<file path="src/rtl/calc_pkg.sv">
// Address-width helpers derived from the panel geometry.
// Latency: n/a (elaboration-time functions).
// Backpressure: n/a.
package calc_pkg;
  // Never return zero so a 1-entry dimension still gets a usable 1-bit port.
  function automatic int num_row_address_bits(input int height);
    return (height <= 2) ? 1 : $clog2(height);
  endfunction

  function automatic int num_column_address_bits(input int width);
    return (width <= 2) ? 1 : $clog2(width);
  endfunction

  function automatic int num_pixelcolorselect_bits(input int bytes_per_pixel);
    return (bytes_per_pixel <= 2) ? 1 : $clog2(bytes_per_pixel);
  endfunction
endpackage

</file>
<file path="src/rtl/cmd_readrect_pkg.sv">
// Shared constants and state type for the rectangle pixel loader.
// Latency: n/a (types and constants only).
// Backpressure: n/a.
package cmd_readrect_pkg;
  localparam int READRECT_HEADER_BYTES = 6;
  localparam logic [2:0] HDR_LAST_IDX = 3'(READRECT_HEADER_BYTES - 1);

  typedef enum logic [1:0] {
    HDR     = 2'd0,
    PAYLOAD = 2'd1,
    DONE    = 2'd2
  } readrect_state_t;
endpackage

</file>
<file path="src/rtl/params_pkg.sv">
// Panel-wide defaults shared by the command-path blocks.
// Latency: n/a (constants only).
// Backpressure: n/a.
package params_pkg;
  localparam int BYTES_PER_PIXEL = 2;
  localparam int PIXEL_HEIGHT    = 32;
  localparam int PIXEL_WIDTH     = 64;
endpackage

</file>
<file path="src/rtl/wrap_counter.sv">
// Loadable modulo-LIMIT counter; wrap_o flags the last value before rollover.
// Latency: load/increment take effect on the next clock edge.
// Backpressure: none; load has priority over increment.
module wrap_counter #(
  parameter int LIMIT = 2,
  parameter int WIDTH = 1
) (
  input  logic             clk_i,
  input  logic             reset_i,
  input  logic             load_i,
  input  logic [WIDTH-1:0] load_val_i,
  input  logic             inc_i,
  output logic [WIDTH-1:0] count_o,
  output logic             wrap_o
);

  logic [WIDTH-1:0] count_q;
  logic [WIDTH-1:0] count_d;

  assign wrap_o  = (count_q == WIDTH'(LIMIT - 1));
  assign count_o = count_q;

  // Next count: load wins, otherwise step and roll over after LIMIT-1.
  always_comb begin
    count_d = count_q;
    if (load_i) begin
      count_d = load_val_i;
    end else if (inc_i) begin
      count_d = wrap_o ? '0 : count_q + WIDTH'(1);
    end
  end

  // Count register with synchronous reset.
  always_ff @(posedge clk_i) begin
    if (reset_i) begin
      count_q <= '0;
    end else begin
      count_q <= count_d;
    end
  end

endmodule

</file>
<file path="src/rtl/control_cmd_readrect.sv">
// Parses a 6-byte rectangle header then emits one framebuffer write per payload byte.
// Latency: write strobe/address/data appear the cycle after the byte is accepted; done one cycle after the last write.
// Backpressure: none; accepts one byte per clock, strobes arriving in DONE are dropped.
module control_cmd_readrect
  import cmd_readrect_pkg::*;
#(
  parameter int BYTES_PER_PIXEL = params_pkg::BYTES_PER_PIXEL,
  parameter int PIXEL_HEIGHT    = params_pkg::PIXEL_HEIGHT,
  parameter int PIXEL_WIDTH     = params_pkg::PIXEL_WIDTH,
  parameter bit PIXEL_MSB_FIRST = 1'b1,
  localparam int RW = calc_pkg::num_row_address_bits(PIXEL_HEIGHT),
  localparam int CW = calc_pkg::num_column_address_bits(PIXEL_WIDTH),
  localparam int PW = calc_pkg::num_pixelcolorselect_bits(BYTES_PER_PIXEL)
) (
  input  logic          clk,
  input  logic          reset,
  input  logic          enable,
  input  logic [7:0]    data_in,
  output logic [RW-1:0] row,
  output logic [CW-1:0] column,
  output logic [PW-1:0] pixel,
  output logic [7:0]    data_out,
  output logic          ram_write_enable,
  output logic          ram_access_start,
  output logic          done
);

  readrect_state_t state_q;
  logic [2:0]      hdr_idx_q;
  logic [7:0]      row_start_raw_q;
  logic [7:0]      row_cnt_m1_q;
  logic [15:0]     col_start_raw_q;
  logic [7:0]      col_cnt_hi_q;
  logic [15:0]     col_cnt_m1_q;
  logic [CW-1:0]   col_reload_q;
  logic [7:0]      rows_left_q;
  logic [15:0]     cols_left_q;

  logic [RW-1:0]   row_q;
  logic [CW-1:0]   column_q;
  logic [PW-1:0]   pixel_q;
  logic [7:0]      data_out_q;
  logic            wr_en_q;
  logic            start_q;
  logic            done_q;

  logic [RW-1:0]   row_cnt;
  logic [CW-1:0]   col_cnt;
  logic [PW-1:0]   pix_cnt;
  logic            row_wrap;
  logic            col_wrap;
  logic            pix_wrap;

  logic            hdr_last;
  logic            pay_accept;
  logic            row_end;
  logic [RW-1:0]   row_start_d;
  logic [CW-1:0]   col_start_d;
  logic [CW-1:0]   col_load_val;
  logic [PW-1:0]   pix_sel;

  // Off-panel start coordinates restart at the panel origin.
  assign row_start_d = (int'(row_start_raw_q) >= PIXEL_HEIGHT) ? '0 : RW'(row_start_raw_q);
  assign col_start_d = (int'(col_start_raw_q) >= PIXEL_WIDTH)  ? '0 : CW'(col_start_raw_q);

  assign hdr_last     = (state_q == HDR) && enable && (hdr_idx_q == HDR_LAST_IDX);
  assign pay_accept   = (state_q == PAYLOAD) && enable;
  // End of a row is decided by the remaining-column count, not by address compare.
  assign row_end      = pay_accept && pix_wrap && (cols_left_q == 16'd0);
  assign col_load_val = hdr_last ? col_start_d : col_reload_q;
  assign pix_sel      = PIXEL_MSB_FIRST ? (PW'(BYTES_PER_PIXEL - 1) - pix_cnt) : pix_cnt;

  wrap_counter #(.LIMIT(BYTES_PER_PIXEL), .WIDTH(PW)) u_pix_cnt (
    .clk_i      (clk),
    .reset_i    (reset),
    .load_i     (hdr_last),
    .load_val_i ('0),
    .inc_i      (pay_accept),
    .count_o    (pix_cnt),
    .wrap_o     (pix_wrap)
  );

  wrap_counter #(.LIMIT(PIXEL_WIDTH), .WIDTH(CW)) u_col_cnt (
    .clk_i      (clk),
    .reset_i    (reset),
    .load_i     (hdr_last || row_end),
    .load_val_i (col_load_val),
    .inc_i      (pay_accept && pix_wrap),
    .count_o    (col_cnt),
    .wrap_o     (col_wrap)
  );

  wrap_counter #(.LIMIT(PIXEL_HEIGHT), .WIDTH(RW)) u_row_cnt (
    .clk_i      (clk),
    .reset_i    (reset),
    .load_i     (hdr_last),
    .load_val_i (row_start_d),
    .inc_i      (row_end),
    .count_o    (row_cnt),
    .wrap_o     (row_wrap)
  );

  // Address wrap flags are only needed inside the counters themselves.
  logic unused_wraps;
  assign unused_wraps = col_wrap ^ row_wrap;

  // Header capture, payload sequencing and registered write-port outputs.
  always_ff @(posedge clk) begin
    if (reset) begin
      state_q         <= HDR;
      hdr_idx_q       <= '0;
      row_start_raw_q <= '0;
      row_cnt_m1_q    <= '0;
      col_start_raw_q <= '0;
      col_cnt_hi_q    <= '0;
      col_cnt_m1_q    <= '0;
      col_reload_q    <= '0;
      rows_left_q     <= '0;
      cols_left_q     <= '0;
      row_q           <= '0;
      column_q        <= '0;
      pixel_q         <= '0;
      data_out_q      <= '0;
      wr_en_q         <= 1'b0;
      start_q         <= 1'b0;
      done_q          <= 1'b0;
    end else begin
      wr_en_q <= 1'b0;
      start_q <= 1'b0;
      done_q  <= 1'b0;
      case (state_q)
        HDR: begin
          if (enable) begin
            if (hdr_idx_q == HDR_LAST_IDX) begin
              cols_left_q  <= {col_cnt_hi_q, data_in};
              col_cnt_m1_q <= {col_cnt_hi_q, data_in};
              rows_left_q  <= row_cnt_m1_q;
              col_reload_q <= col_start_d;
              start_q      <= 1'b1;
              hdr_idx_q    <= '0;
              state_q      <= PAYLOAD;
            end else begin
              case (hdr_idx_q)
                3'd0:    row_start_raw_q       <= data_in;
                3'd1:    row_cnt_m1_q          <= data_in;
                3'd2:    col_start_raw_q[15:8] <= data_in;
                3'd3:    col_start_raw_q[7:0]  <= data_in;
                default: col_cnt_hi_q          <= data_in;
              endcase
              hdr_idx_q <= hdr_idx_q + 3'd1;
            end
          end
        end
        PAYLOAD: begin
          if (enable) begin
            wr_en_q    <= 1'b1;
            row_q      <= row_cnt;
            column_q   <= col_cnt;
            pixel_q    <= pix_sel;
            data_out_q <= data_in;
            if (pix_wrap) begin
              if (cols_left_q == 16'd0) begin
                cols_left_q <= col_cnt_m1_q;
                if (rows_left_q == 8'd0) begin
                  state_q <= DONE;
                end else begin
                  rows_left_q <= rows_left_q - 8'd1;
                end
              end else begin
                cols_left_q <= cols_left_q - 16'd1;
              end
            end
          end
        end
        DONE: begin
          done_q  <= 1'b1;
          state_q <= HDR;
        end
        default: state_q <= HDR;
      endcase
    end
  end

  assign row              = row_q;
  assign column           = column_q;
  assign pixel            = pixel_q;
  assign data_out         = data_out_q;
  assign ram_write_enable = wr_en_q;
  assign ram_access_start = start_q;
  assign done             = done_q;

endmodule

</file>
<file path="config.mk">
export PLATFORM = sky130hd
export DESIGN_NAME = control_cmd_readrect
export DESIGN_NICKNAME = d
export VERILOG_FILES = /design/src/rtl/calc_pkg.sv /design/src/rtl/cmd_readrect_pkg.sv /design/src/rtl/params_pkg.sv /design/src/rtl/wrap_counter.sv /design/src/rtl/control_cmd_readrect.sv
export SDC_FILE = /design/constraint.sdc
export NUM_CORES = 1
export LEC_CHECK = 0
export ABC_CLOCK_PERIOD_IN_PS = 6200
export CAP_MARGIN = 10
export CORE_ASPECT_RATIO = 2
export CORE_MARGIN = 2
export CORE_UTILIZATION = 62
export DETAILED_ROUTE_END_ITERATION = 8
export GPL_TIMING_DRIVEN = 0
export PLACE_DENSITY = 0.93
export SLEW_MARGIN = 30
export SYNTH_ARGS = -nofsm -noshare
export SYNTH_HDL_FRONTEND = slang
export SYNTH_SLANG_ARGS = --single-unit
</file>
<file path="constraint.sdc">
create_clock -name clk -period 6.2 [get_ports clk]
set_clock_uncertainty 0.1 [all_clocks]
set_input_delay 0.62 -clock clk [delete_from_list [all_inputs] [get_ports clk]]
set_output_delay 0.62 -clock clk [all_outputs]
set_load 0.005 [all_outputs]
</file>
==> impl_table.tex <==
\begin{tabular}{lr}
\hline
Metric & Value \\
\hline
\multicolumn{2}{l}{\textbf{Worst setup path}} \\
\quad Largest fanout on the critical path & 9 \\
\quad Worst path slowest cell & sky130\_fd\_sc\_hd\_\_clkdlybuf4s50\_1 \\
\quad Arrival time reported for the critical path endpoint & $\sim$2.9 ns \\
\quad Critical path type & in2reg \\
\quad Most common cell on crit path & sky130\_fd\_sc\_hd\_\_nand2\_1 \\
\quad Crit end category & register \\
\quad Startpoint kind of the worst setup timing path & primary input \\
\quad Largest stage delay on the critical path & roughly 0.63 ns \\
\quad Required time at the worst-slack endpoint & 6.44 ns \\
\quad Crit path cell chain & clkdlybuf4s50\_1 -> nor3b\_2 -> nand2\_1 -> nor3\_2 -> nand2\_1 -> a311oi\_1 \\
\multicolumn{2}{l}{\textbf{Timing}} \\
\quad Tmin final & around 2.7 ns \\
\quad RSZ-0062 raised after global routing & false \\
\quad Slew Viols, Final & 0 \\
\quad Setup violators final & 0 \\
\quad Highest clock rate & $\sim$0.37 GHz \\
\quad Slew of the pin with the lowest slew margin & around 0.74 ns \\
\quad Number of endpoints with negative hold slack in the final report & 0 \\
\quad Tightest slew margin relative to the limit & 0.503 \\
\quad Period utilisation layout & 0.437 \\
\quad Sum of negative setup slack & 0 ns \\
\multicolumn{2}{l}{\textbf{Detailed routing}} \\
\quad Routed len/inst & 20.2 um \\
\quad Drt via density & about 6.6 \\
\quad DRC errors left & 0 \\
\quad DRC violation total after the first TritonRoute iteration & 692 \\
\quad Initial DRT Pass Iterations & 6 \\
\quad Final routed wirelength across all metal layers & 17400 um \\
\quad DR vias & between 5000 and 6000 \\
\quad Count of antenna-violating nets left after detailed routing & 0 \\
\multicolumn{2}{l}{\textbf{Status}} \\
\quad Status & complete, no violations \\
\multicolumn{2}{l}{\textbf{Synth}} \\
\quad XOR/XNOR share of the synthesized area & 0.0149 \\
\quad Mapped cell area & about 6000 sq um \\
\quad Share of async-settable or async-resettable flops after synthesis & 0 \\
\quad Number of instances in the synthesized netlist & around 700 \\
\quad Post-Syn Nets & 720 \\
\quad Count of flip-flops with a built-in enable after synthesis & 0 \\
\quad Largest family of logic cells by synthesized area & simple AND/OR/NAND/NOR gates \\
\quad Simple-gate share of the synthesized area & 0.238 \\
\quad Mean post-synth cell area & around 8.4 sq um \\
\quad Synthesized flop and latch total & between 100 and 150 \\
\quad Synth Warn \# & 0 \\
\quad Library cells used by synthesis & between 60 and 70 \\
\quad Area share of fa/ha/maj cells after synthesis & 0.0170 \\
\quad Share of the synthesized area in compound gates (AO/OA/AOI/OAI) & 0.179 \\
\quad Post-synthesis mux area share & 0.0757 \\
\quad Share of the yosys chip area belonging to registers & 0.429 \\
\quad Post-synth top flop & sky130\_fd\_sc\_hd\_\_dfxtp\_1 \\
\multicolumn{2}{l}{\textbf{Clocking}} \\
\quad Count of buffers added by post-CTS timing repair for setup & 0 \\
\quad Clock Path Buffers & 2 \\
\quad Library cell used as clock root buffer & sky130\_fd\_sc\_hd\_\_clkbuf\_16 \\
\quad Post-cts gate resize count & 0 \\
\quad Clock insertion delay at the later pin of the skew report & between 0.4 and 0.5 ns \\
\quad CTS tree & yes \\
\quad Number of buffers created by CTS & 17 \\
\quad Clock sink count & about 130 \\
\quad Cts hold-fix bufs & 0 \\
\quad Clock slew at reported path FFs & $\sim$0.060 ns \\
\quad CTS H-tree lvls & 4 \\
\multicolumn{2}{l}{\textbf{Floorplan}} \\
\quad Ports placed on the boundary & 34 \\
\quad Width of the die & around 73 um \\
\quad Standard-cell rows & 50 \\
\quad Die height & 142 um \\
\quad Starting density of the core & 0.631 \\
\quad Area of the core region & 9320 sq um \\
\quad Area enclosed by the die boundary & slightly above 10000 sq um \\
\multicolumn{2}{l}{\textbf{Power and ir drop}} \\
\quad VDD IR max & 0.287 mV \\
\quad Combinational share of power & 0.047 \\
\quad Internal Pwr Total & around 1400 uW \\
\quad Switching part of the total & 0.256 \\
\quad Overall power after layout & between 1500 and 2000 uW \\
\quad Portion of total power attributed to the clock network & 0.504 \\
\quad Sequential share of power & 0.449 \\
\quad Areal power density over the cells & roughly 270 nW/um\^{}2 \\
\quad Net Switching & 470 uW \\
\quad Leakage Power & between 0.002 and 0.0025 uW \\
\multicolumn{2}{l}{\textbf{Run}} \\
\quad MaxCap Viol Count & 0 \\
\multicolumn{2}{l}{\textbf{Cells and area}} \\
\quad Layout cells sized above 1 & 0.100 \\
\quad Area added between synthesis and finish & 15.7\% \\
\quad Final core utilization & 0.730 \\
\quad Final Instance Count excl. Fillers & between 800 and 900 \\
\quad Post-Layout Inst Area & approximately 7000 sq um \\
\quad Antenna diode count & 0 \\
\quad Final Net Count & about 760 \\
\multicolumn{2}{l}{\textbf{Place}} \\
\quad DP Cell Count & between 800 and 900 \\
\quad Estimated wirelength of the detail-placed design & 12000 um \\
\quad Routability congestion estimate from global placement & 0.950 \\
\quad Cell area after placement & around 6300 sq um \\
\quad Buffers on Ports & 24 \\
\multicolumn{2}{l}{\textbf{GRT}} \\
\quad Via count of the first global-routing pass & roughly 5500 \\
\quad Global Route Usage Sum & 0.343 \\
\quad Initial antenna violation count & 0 \\
\quad Maximum number of pins on one net before global-route repair & 17 \\
\quad Wire length of the first global-routing pass & between 20000 and 30000 um \\
\quad Remaining global-route overflow & 0 \\
\multicolumn{2}{l}{\textbf{Worst hold path}} \\
\quad HP Class & reg2reg \\
\hline
\end{tabular}
-- cells in the mapped netlist, types with 5 or more instances --
| master | instances | area [sq um] |
|---|---|---|
| sky130_fd_sc_hd__dfxtp_1 | 126 | 2520 |
| sky130_fd_sc_hd__nand2_1 | 97 | 364 |
| sky130_fd_sc_hd__nor2_1 | 83 | 312 |
| sky130_fd_sc_hd__a21oi_1 | 69 | 345 |
| sky130_fd_sc_hd__clkbuf_1 | 41 | 154 |
| sky130_fd_sc_hd__mux2i_1 | 40 | 400 |
| sky130_fd_sc_hd__nor3_1 | 21 | 105 |
| sky130_fd_sc_hd__o21ai_0 | 17 | 85.1 |
| sky130_fd_sc_hd__nand3_1 | 16 | 80.1 |
| sky130_fd_sc_hd__buf_2 | 14 | 70.1 |
| sky130_fd_sc_hd__xnor2_1 | 9 | 78.8 |
| sky130_fd_sc_hd__a211oi_1 | 8 | 60.1 |
| sky130_fd_sc_hd__a21o_1 | 8 | 60.1 |
| sky130_fd_sc_hd__a22oi_1 | 8 | 60.1 |
| sky130_fd_sc_hd__a31oi_1 | 8 | 50.1 |
| sky130_fd_sc_hd__ha_1 | 8 | 100 |
| sky130_fd_sc_hd__inv_1 | 8 | 30.0 |
| sky130_fd_sc_hd__nor3b_1 | 6 | 45.0 |
| sky130_fd_sc_hd__nor4_1 | 6 | 37.5 |
| sky130_fd_sc_hd__o211ai_1 | 6 | 45.0 |
| sky130_fd_sc_hd__o31ai_1 | 6 | 45.0 |
| sky130_fd_sc_hd__or2_2 | 6 | 37.5 |
| sky130_fd_sc_hd__nand2b_1 | 5 | 31.3 |
| sky130_fd_sc_hd__nand3b_1 | 5 | 37.5 |
| sky130_fd_sc_hd__or3_1 | 5 | 31.3 |
| sky130_fd_sc_hd__or4_1 | 5 | 37.5 |
-- flip-flops by register name, indices dropped and copies added (netlist names), 8 cells and up --
| register | flops |
|---|---|
| col_cnt_hi_q | 8 |
| rows_left_q | 8 |
| col_cnt_m1_q | 16 |
| col_start_raw_q | 16 |
| row_start_raw_q | 8 |
| data_out | 8 |
| row_cnt_m1_q | 8 |
| cols_left_q | 16 |
-- cells in the final DEF (no fill, tap or decap), types with 5 or more instances in the layout --
| cell type | count |
|---|---|
| sky130_fd_sc_hd__dfxtp_1 | 126 |
| sky130_fd_sc_hd__nand2_1 | 97 |
| sky130_fd_sc_hd__nor2_1 | 83 |
| sky130_fd_sc_hd__a21oi_1 | 69 |
| sky130_fd_sc_hd__clkbuf_1 | 41 |
| sky130_fd_sc_hd__mux2i_1 | 40 |
| sky130_fd_sc_hd__clkdlybuf4s50_1 | 24 |
| sky130_fd_sc_hd__nor3_1 | 21 |
| sky130_fd_sc_hd__o21ai_0 | 17 |
| sky130_fd_sc_hd__clkbuf_16 | 17 |
| sky130_fd_sc_hd__nand3_1 | 16 |
| sky130_fd_sc_hd__buf_2 | 14 |
| sky130_fd_sc_hd__xnor2_1 | 9 |
| sky130_fd_sc_hd__a21o_1 | 8 |
| sky130_fd_sc_hd__a31oi_1 | 8 |
| sky130_fd_sc_hd__a211oi_1 | 8 |
| sky130_fd_sc_hd__inv_1 | 8 |
| sky130_fd_sc_hd__a22oi_1 | 8 |
| sky130_fd_sc_hd__ha_1 | 8 |
| sky130_fd_sc_hd__nor3b_1 | 6 |
| sky130_fd_sc_hd__or2_2 | 6 |
| sky130_fd_sc_hd__nor4_1 | 6 |
| sky130_fd_sc_hd__o31ai_1 | 6 |
| sky130_fd_sc_hd__o211ai_1 | 6 |
| sky130_fd_sc_hd__inv_6 | 6 |
| sky130_fd_sc_hd__or3_1 | 5 |
| sky130_fd_sc_hd__or4_1 | 5 |
| sky130_fd_sc_hd__nand2b_1 | 5 |
| sky130_fd_sc_hd__nand3b_1 | 5 |
| sky130_fd_sc_hd__clkinv_4 | 5 |
-- layer usage --
layer / vias to the layer above / global-route usage / routed length [um]
li1: 2570 / - / -
met1: 2607 / 0.349 / 5870
met2: 397 / 0.582 / 8780
met3: 116 / 0.0874 / 1440
met4: 0 / 0.257 / 1290
met5: - / 0 / 0
-- per-stage QoR --
step / worst slack, ns / hold WS (ns)
finish: 3.49 / 0.352
global route: 3.34 / 0.379
CTS: 3.59 / 0.356
detailed placement: 3.20 / 0.344
global placement: 3.29 / 0.340
floorplan: 4.07 / 0.333
-- area by class of cell --
type                            count  area (sq um)
Tap cell                          104           130
Clock buffer                       17           425
Sequential cell                   126          2520
Clock inverter                     15           128
Timing Repair Buffer               24           240
Buffer                             58           244
Inverter                            8          30.0
Fill cell                         633          2520
Multi-Input combinational cell    509          3090
-- final timing paths --
path                          startpoint                           endpoint  slack, ns  depth (start not counted)
min reg2reg     data_out[6]$_SDFFE_PP0N_           data_out[6]$_SDFFE_PP0N_       0.35                          2
max reg2reg  cols_left_q[0]$_SDFFE_PP0P_  u_row_cnt.count_o[2]$_SDFFE_PP0N_       3.64                          7
max                               enable  u_col_cnt.count_o[3]$_SDFFE_PP0P_       3.49                          6
min             data_out[6]$_SDFFE_PP0N_           data_out[6]$_SDFFE_PP0N_       0.35                          2
-- power by group through the flow --
| stage | clock [uW] | combinational, uW | sequential, uW |
|---|---|---|---|
| 2_1_floorplan | 0 | 57.3 | 840 |
| 4_1_cts | 922 | 83.4 | 824 |
| 6_report | 925 | 86.3 | 824 |
| 5_1_grt | 957 | 89.8 | 825 |
| 3_5_place_dp | 0 | 82.7 | 842 |
| 3_3_place_gp | 0 | 79.6 | 841 |
-- cell families (layout without fill, tap and decap cells) --
| group | Yosys count | after routing |
|---|---|---|
| compound gates | 162 | 162 |
| xor+xnor | 10 | 10 |
| fa+ha+maj | 8 | 8 |
| buf+inv | 66 | 122 |
| flops | 126 | 126 |
| mux | 44 | 44 |
| simple gates | 285 | 285 |
-- critical path: cells and delay by family --
kind,cells,cell delay (ns)
AOI/OAI and AO/OA,1,0.28
buffers and inverters,1,0.63
and+or+nand+nor,4,1.40
Note: power is estimated with default switching activity, not from simulation.
